### src/rtl/abc_sweep_pkg.sv
// Shared definitions for the ABC sweep stages: FSM states, sweep modes, table width.
package abc_sweep_pkg;

    typedef enum logic [1:0] {
        ST_IDLE   = 2'd0,
        ST_SETTLE = 2'd1,
        ST_SAMPLE = 2'd2,
        ST_DONE   = 2'd3
    } state_t;

    localparam logic [1:0] MODE_UP   = 2'b00;
    localparam logic [1:0] MODE_DOWN = 2'b01;
    localparam logic [1:0] MODE_GRAY = 2'b10;

    function automatic int tbl_w(input int n_in);
        return 1 << n_in;
    endfunction

endpackage

### src/rtl/abc_code_map.sv
// Combinational step -> driven code mapping for up, down and Gray sweep orders.
module abc_code_map
    import abc_sweep_pkg::*;
#(
    parameter int N_IN = 3
) (
    input  logic [N_IN-1:0] step_i,
    input  logic [1:0]      mode_i,
    output logic [N_IN-1:0] code_o
);

    always_comb begin
        code_o = step_i;
        case (mode_i)
            MODE_DOWN: code_o = ~step_i;
            MODE_GRAY: code_o = step_i ^ (step_i >> 1);
            default:   code_o = step_i;  // reserved mode sweeps upward
        endcase
    end

endmodule

### src/rtl/abc_sweep_sequencer.sv
// Drives every input code into a combinational block and captures its truth table.
// Optional SWEEP_COMPARE_EN adds a golden-table compare reported with done.
module abc_sweep_sequencer
    import abc_sweep_pkg::*;
#(
    parameter int N_IN   = 3,
    parameter int SETTLE = 2
) (
    input  logic                      clk,
    input  logic                      rst_n,
    input  logic                      start,
    input  logic [1:0]                mode,
    input  logic                      y_i,
`ifdef SWEEP_COMPARE_EN
    input  logic [tbl_w(N_IN)-1:0]    expected_i,
    output logic                      match,
    output logic [tbl_w(N_IN)-1:0]    mismatch_mask,
`endif
    output logic [N_IN-1:0]           abc_o,
    output logic                      busy,
    output logic                      done,
    output logic [tbl_w(N_IN)-1:0]    table_o
);

    localparam int              TW        = tbl_w(N_IN);
    localparam logic [N_IN-1:0] STEP_LAST = {N_IN{1'b1}};
    localparam logic [3:0]      CNT_LAST  = 4'(SETTLE - 1);

    state_t          state_q, state_d;
    logic [N_IN-1:0] step_q, step_d;
    logic [1:0]      mode_q, mode_d;
    logic [3:0]      cnt_q, cnt_d;
    logic [TW-1:0]   tbl_q, tbl_d;
    logic [N_IN-1:0] abc_q, abc_d;

    always_comb begin
        state_d = state_q;
        step_d  = step_q;
        mode_d  = mode_q;
        cnt_d   = cnt_q;
        tbl_d   = tbl_q;
        case (state_q)
            ST_IDLE: begin
                if (start) begin
                    mode_d  = mode;
                    tbl_d   = '0;
                    step_d  = '0;
                    cnt_d   = '0;
                    state_d = ST_SETTLE;
                end
            end
            ST_SETTLE: begin
                if (cnt_q == CNT_LAST) state_d = ST_SAMPLE;
                else                   cnt_d   = cnt_q + 4'd1;
            end
            ST_SAMPLE: begin
                tbl_d[abc_q] = y_i;
                if (step_q == STEP_LAST) begin
                    state_d = ST_DONE;
                end else begin
                    step_d  = step_q + 1'b1;
                    cnt_d   = '0;
                    state_d = ST_SETTLE;
                end
            end
            ST_DONE: state_d = ST_IDLE;
            default: state_d = ST_IDLE;
        endcase
    end

    // step/mode only move together with the vector, so the code is a pure function of them
    abc_code_map #(.N_IN(N_IN)) u_code_map (
        .step_i (step_d),
        .mode_i (mode_d),
        .code_o (abc_d)
    );

    always_ff @(posedge clk) begin
        if (!rst_n) begin
            state_q <= ST_IDLE;
            step_q  <= '0;
            mode_q  <= MODE_UP;
            cnt_q   <= '0;
            tbl_q   <= '0;
            abc_q   <= '0;
        end else begin
            state_q <= state_d;
            step_q  <= step_d;
            mode_q  <= mode_d;
            cnt_q   <= cnt_d;
            tbl_q   <= tbl_d;
            abc_q   <= abc_d;
        end
    end

    assign abc_o   = abc_q;
    assign table_o = tbl_q;
    assign busy    = (state_q == ST_SETTLE) || (state_q == ST_SAMPLE);
    assign done    = (state_q == ST_DONE);

`ifdef SWEEP_COMPARE_EN
    logic          match_q, match_d;
    logic [TW-1:0] mask_q, mask_d;

    // compare against the final table as it is written, so results are valid during done
    always_comb begin
        match_d = match_q;
        mask_d  = mask_q;
        if (state_d == ST_DONE) begin
            mask_d  = tbl_d ^ expected_i;
            match_d = (mask_d == '0);
        end
    end

    always_ff @(posedge clk) begin
        if (!rst_n) begin
            match_q <= 1'b0;
            mask_q  <= '0;
        end else begin
            match_q <= match_d;
            mask_q  <= mask_d;
        end
    end

    assign match         = match_q;
    assign mismatch_mask = mask_q;
`endif

endmodule

### config.mk
export PLATFORM = sky130hd
export DESIGN_NAME = abc_sweep_sequencer
export DESIGN_NICKNAME = d
export VERILOG_FILES = /design/src/rtl/abc_sweep_pkg.sv /design/src/rtl/abc_code_map.sv /design/src/rtl/abc_sweep_sequencer.sv
export SDC_FILE = /design/constraint.sdc
export NUM_CORES = 1
export LEC_CHECK = 0
export CORE_UTILIZATION = 44
export DETAILED_ROUTE_END_ITERATION = 6
export PLACE_DENSITY = 0.68
export SLEW_MARGIN = 20
export SYNTH_ARGS = -nofsm -noshare
export SYNTH_HDL_FRONTEND = slang
export SYNTH_SLANG_ARGS = --single-unit
### constraint.sdc
create_clock -name clk -period 5.6 [get_ports clk]
set_input_delay 1.68 -clock clk [delete_from_list [all_inputs] [get_ports clk]]
set_output_delay 1.68 -clock clk [all_outputs]
set_load 0.05 [all_outputs]
==> impl_metrics.py <==
metrics = {
    "status": {
        "outcome": "completed",
    },
    "pwr": {
        "clkPwrFrac_pct": 20.2,
        "switchingPower_uw": 251,
        "pwr-share-comb_pct": 46.9,
        "static-leakage-power_uw": 0.000570,
        "internal-power_uw": 360,
        "max-vdd-ir-drop_mv": 0.291,
        "switching_share_pct": 41.0,
        "p_seq_share_pct": 32.9,
        "powerDensity_nw_per_um2": 419,
    },
    "yosys": {
        "ys_seq_elements": 22,
        "yosysTopAreaCell": "dfxtp_1",
        "synth_area_leaders": "dfxtp_1 (37%), ha_1 (10%), nor2_1 (5.0%)",
        "synthDistinctLibCells": 39,
        "async_reset_ff_share_pct": 0,
        "synth_ff_type": "dfxtp_1",
        "synth_top_area_share_pct": 36.6,
        "syn_area_um2": 1200,
        "synth_edf_count": 0,
        "ys_warn_count": 0,
        "seq_area_frac_synth_pct": 36.6,
        "syn_nets": 152,
        "synthCells": 136,
        "synth.avg_cell_area_um2": 8.84,
    },
    "die": {
        "initial_utilization_pct": 47.7,
        "fp-row-count": 18,
        "die_area_um2": 2950,
        "core-area_um2": 2520,
        "die_h_um": 54.3,
        "die_width_um": 54.3,
        "pin_count": 19,
    },
    "route": {
        "drc": 0,
        "vias_per_cell": 5.57,
        "dr.pass1.iters": 4,
        "drt_iter0_markers": 16,
        "num_vias": 1024,
        "ant_nets": 0,
        "wl_per_cell_um": 13.6,
        "drt_wl_total_mm": 2.50,
    },
    "clock_tree": {
        "clk_pin_slew_ns": 0.13,
        "max-clock-path-buffers": 2,
        "post_cts.repair.setup_buffers": 0,
        "cts_root_buffer": "clkbuf_4",
        "clkLatencyLatePin_ns": 0.31,
        "hold_buffers": 0,
        "cts_resized": 0,
        "cts_tree": "built",
        "clock-sinks": 22,
        "htree_levels": 1,
        "cts_inserted_buffers": 3,
    },
    "critical_path": {
        "crit_type": "reg -> out",
        "endpoint": "busy",
        "r2r-start": "state_q[0]",
        "rr_worst_depth": 9,
        "crit_start": "state_q[0]",
        "worst-r2r-setup-slack_ns": 3.16,
        "start_kind": "flip-flop",
        "crit_required_ns": 3.92,
        "path_max_fanout": 5,
        "end_kind": "output port",
        "worst_ep_arrival_time_ns": 1.92,
        "reg2reg_to": "abc_o[0]",
    },
    "cells_and_area": {
        "nets": 171,
        "drive_gt1_share_pct": 8.44,
        "final_cell_mix": "dfxtp_1 (22), clkdlybuf4s50_1 (18), nor2_1 (16), inv_1 (11), ha_1 (10)",
        "syn_to_final_growth_pct": 21.1,
        "design_area_um2": 1460,
        "n_antenna_cell": 0,
        "layout_commonest_cell": "dfxtp_1",
    },
    "placed_design": {
        "place_area_um2": 1400,
        "gp_congestion": 0.748,
        "dp_hpwl_mm": 1.88,
        "io_buffers": 18,
    },
    "global_route": {
        "gr-total-overflow": 0,
        "antenna_found_initial": 0,
        "grt_start_max_net_pins": 17,
        "grt_usage_pct": 18.8,
        "grt_pass1_vias": 936,
        "grt_pass1_wl_mm": 3.99,
    },
    "sta": {
        "fin_setup_tns_ns": 0,
        "max_freq_mhz": 278,
        "slew_viol_final": 0,
        "setup-violations-final": 0,
        "rsz0062_at_grt": "no",
        "slew_headroom_pct": 64.2,
        "hold_viol": 0,
        "max_slew.worst_pin.slew_ns": 0.522,
        "min_period_over_period_pct": 64.2,
        "clock_skew_ns": 0.00665,
        "period_needed_ns": 3.60,
    },
    "run": {
        "max_cap_violations": 0,
    },
    "min_path": {
        "hp-class": "reg -> reg",
    },
}
==> area by class of cell <==
class,instances,area [um^2]
fillers,237,1070
multi-input cells,99,704
flip-flops and latches,22,440
repair buffers,18,180
inverters,11,41.3
well taps,30,37.5
clock inverters,1,30.0
clock buffers,3,22.5
==> metrics by stage <==
step,cells,hold WS (ns),worst slack (ns),util [%],power [uW]
6_report,184,0.506,2.00,57.7,611
5_1_grt,184,0.536,1.92,57.7,650
3_5_place_dp,180,0.491,1.72,55.7,488
3_3_place_gp,180,0.466,1.79,55.7,482
2_1_floorplan,136,0.453,2.44,-,423
4_1_cts,184,0.510,1.98,57.7,615
==> power groups by stage <==
stage	Clock [uW]	Sequential [uW]	Combinational, uW
floorplan	0	228	195
global placement	0	203	279
detailed placement	0	204	284
CTS	127	200	287
global route	132	203	314
finish	123	201	287
==> worst min-delay path by stage <==
stage               slack [ns]  cells past startpoint  startpoint          to
finish                    0.51                      2    cnt_q[3]    cnt_q[3]
CTS                       0.51                      2    cnt_q[3]    cnt_q[3]
floorplan                 0.45                      2    cnt_q[3]    cnt_q[3]
detailed placement        0.49                      2  table_o[5]  table_o[5]
global placement          0.47                      2    cnt_q[3]    cnt_q[3]
global route              0.54                      2  table_o[5]  table_o[5]
==> synthesized netlist by cell type (2+ instances only) <==
| cell type | count |
|---|---|
| o21ai_0 | 7 |
| dfxtp_1 | 22 |
| or2_2 | 2 |
| and2_1 | 3 |
| a21oi_1 | 6 |
| a211oi_1 | 6 |
| mux2i_1 | 3 |
| nand2_1 | 5 |
| nor2_1 | 16 |
| nand3_1 | 2 |
| nor2b_1 | 4 |
| a32oi_1 | 2 |
| inv_1 | 11 |
| a22oi_1 | 6 |
| or3_2 | 2 |
| or4_1 | 2 |
| and4_1 | 2 |
| nor3_1 | 2 |
| o21bai_1 | 2 |
| clkbuf_1 | 3 |
| ha_1 | 10 |
==> critical path: stages (launching register included) <==
cell             delay (ns)
dfxtp_1                0.42
inv_1                  0.10
ha_1                   0.28
clkdlybuf4s50_1        0.79
==> logic make-up (layout without fill, tap and decap cells) <==
| logic type | count (synthesis) | in the layout | synth area share (%) |
|---|---|---|---|
| simple gates | 48 | 48 | 22.8 |
| compound gates | 37 | 37 | 22.0 |
| flops | 22 | 22 | 36.6 |
| buf+inv | 15 | 33 | 4.79 |
| fa+ha+maj | 10 | 10 | 10.4 |
| mux | 4 | 4 | 3.43 |
==> flip-flops by register name (all words and copies together), names as in the netlist <==
register and cells:
step_q 3, cnt_q 4, abc_o 3, mode_q 2, state_q 2, table_o 8
==> metal layers <==
metal / up-vias / global-route usage, % / share of wire, %
met5: - / 0 / 0
met2: 8 / 30.7 / 45
met1: 484 / 24.8 / 52
li1: 530 / - / -
met3: 2 / 2.50 / 1.8
met4: 0 / 7.69 / 0.60
Power figures use the tool's default switching activity.
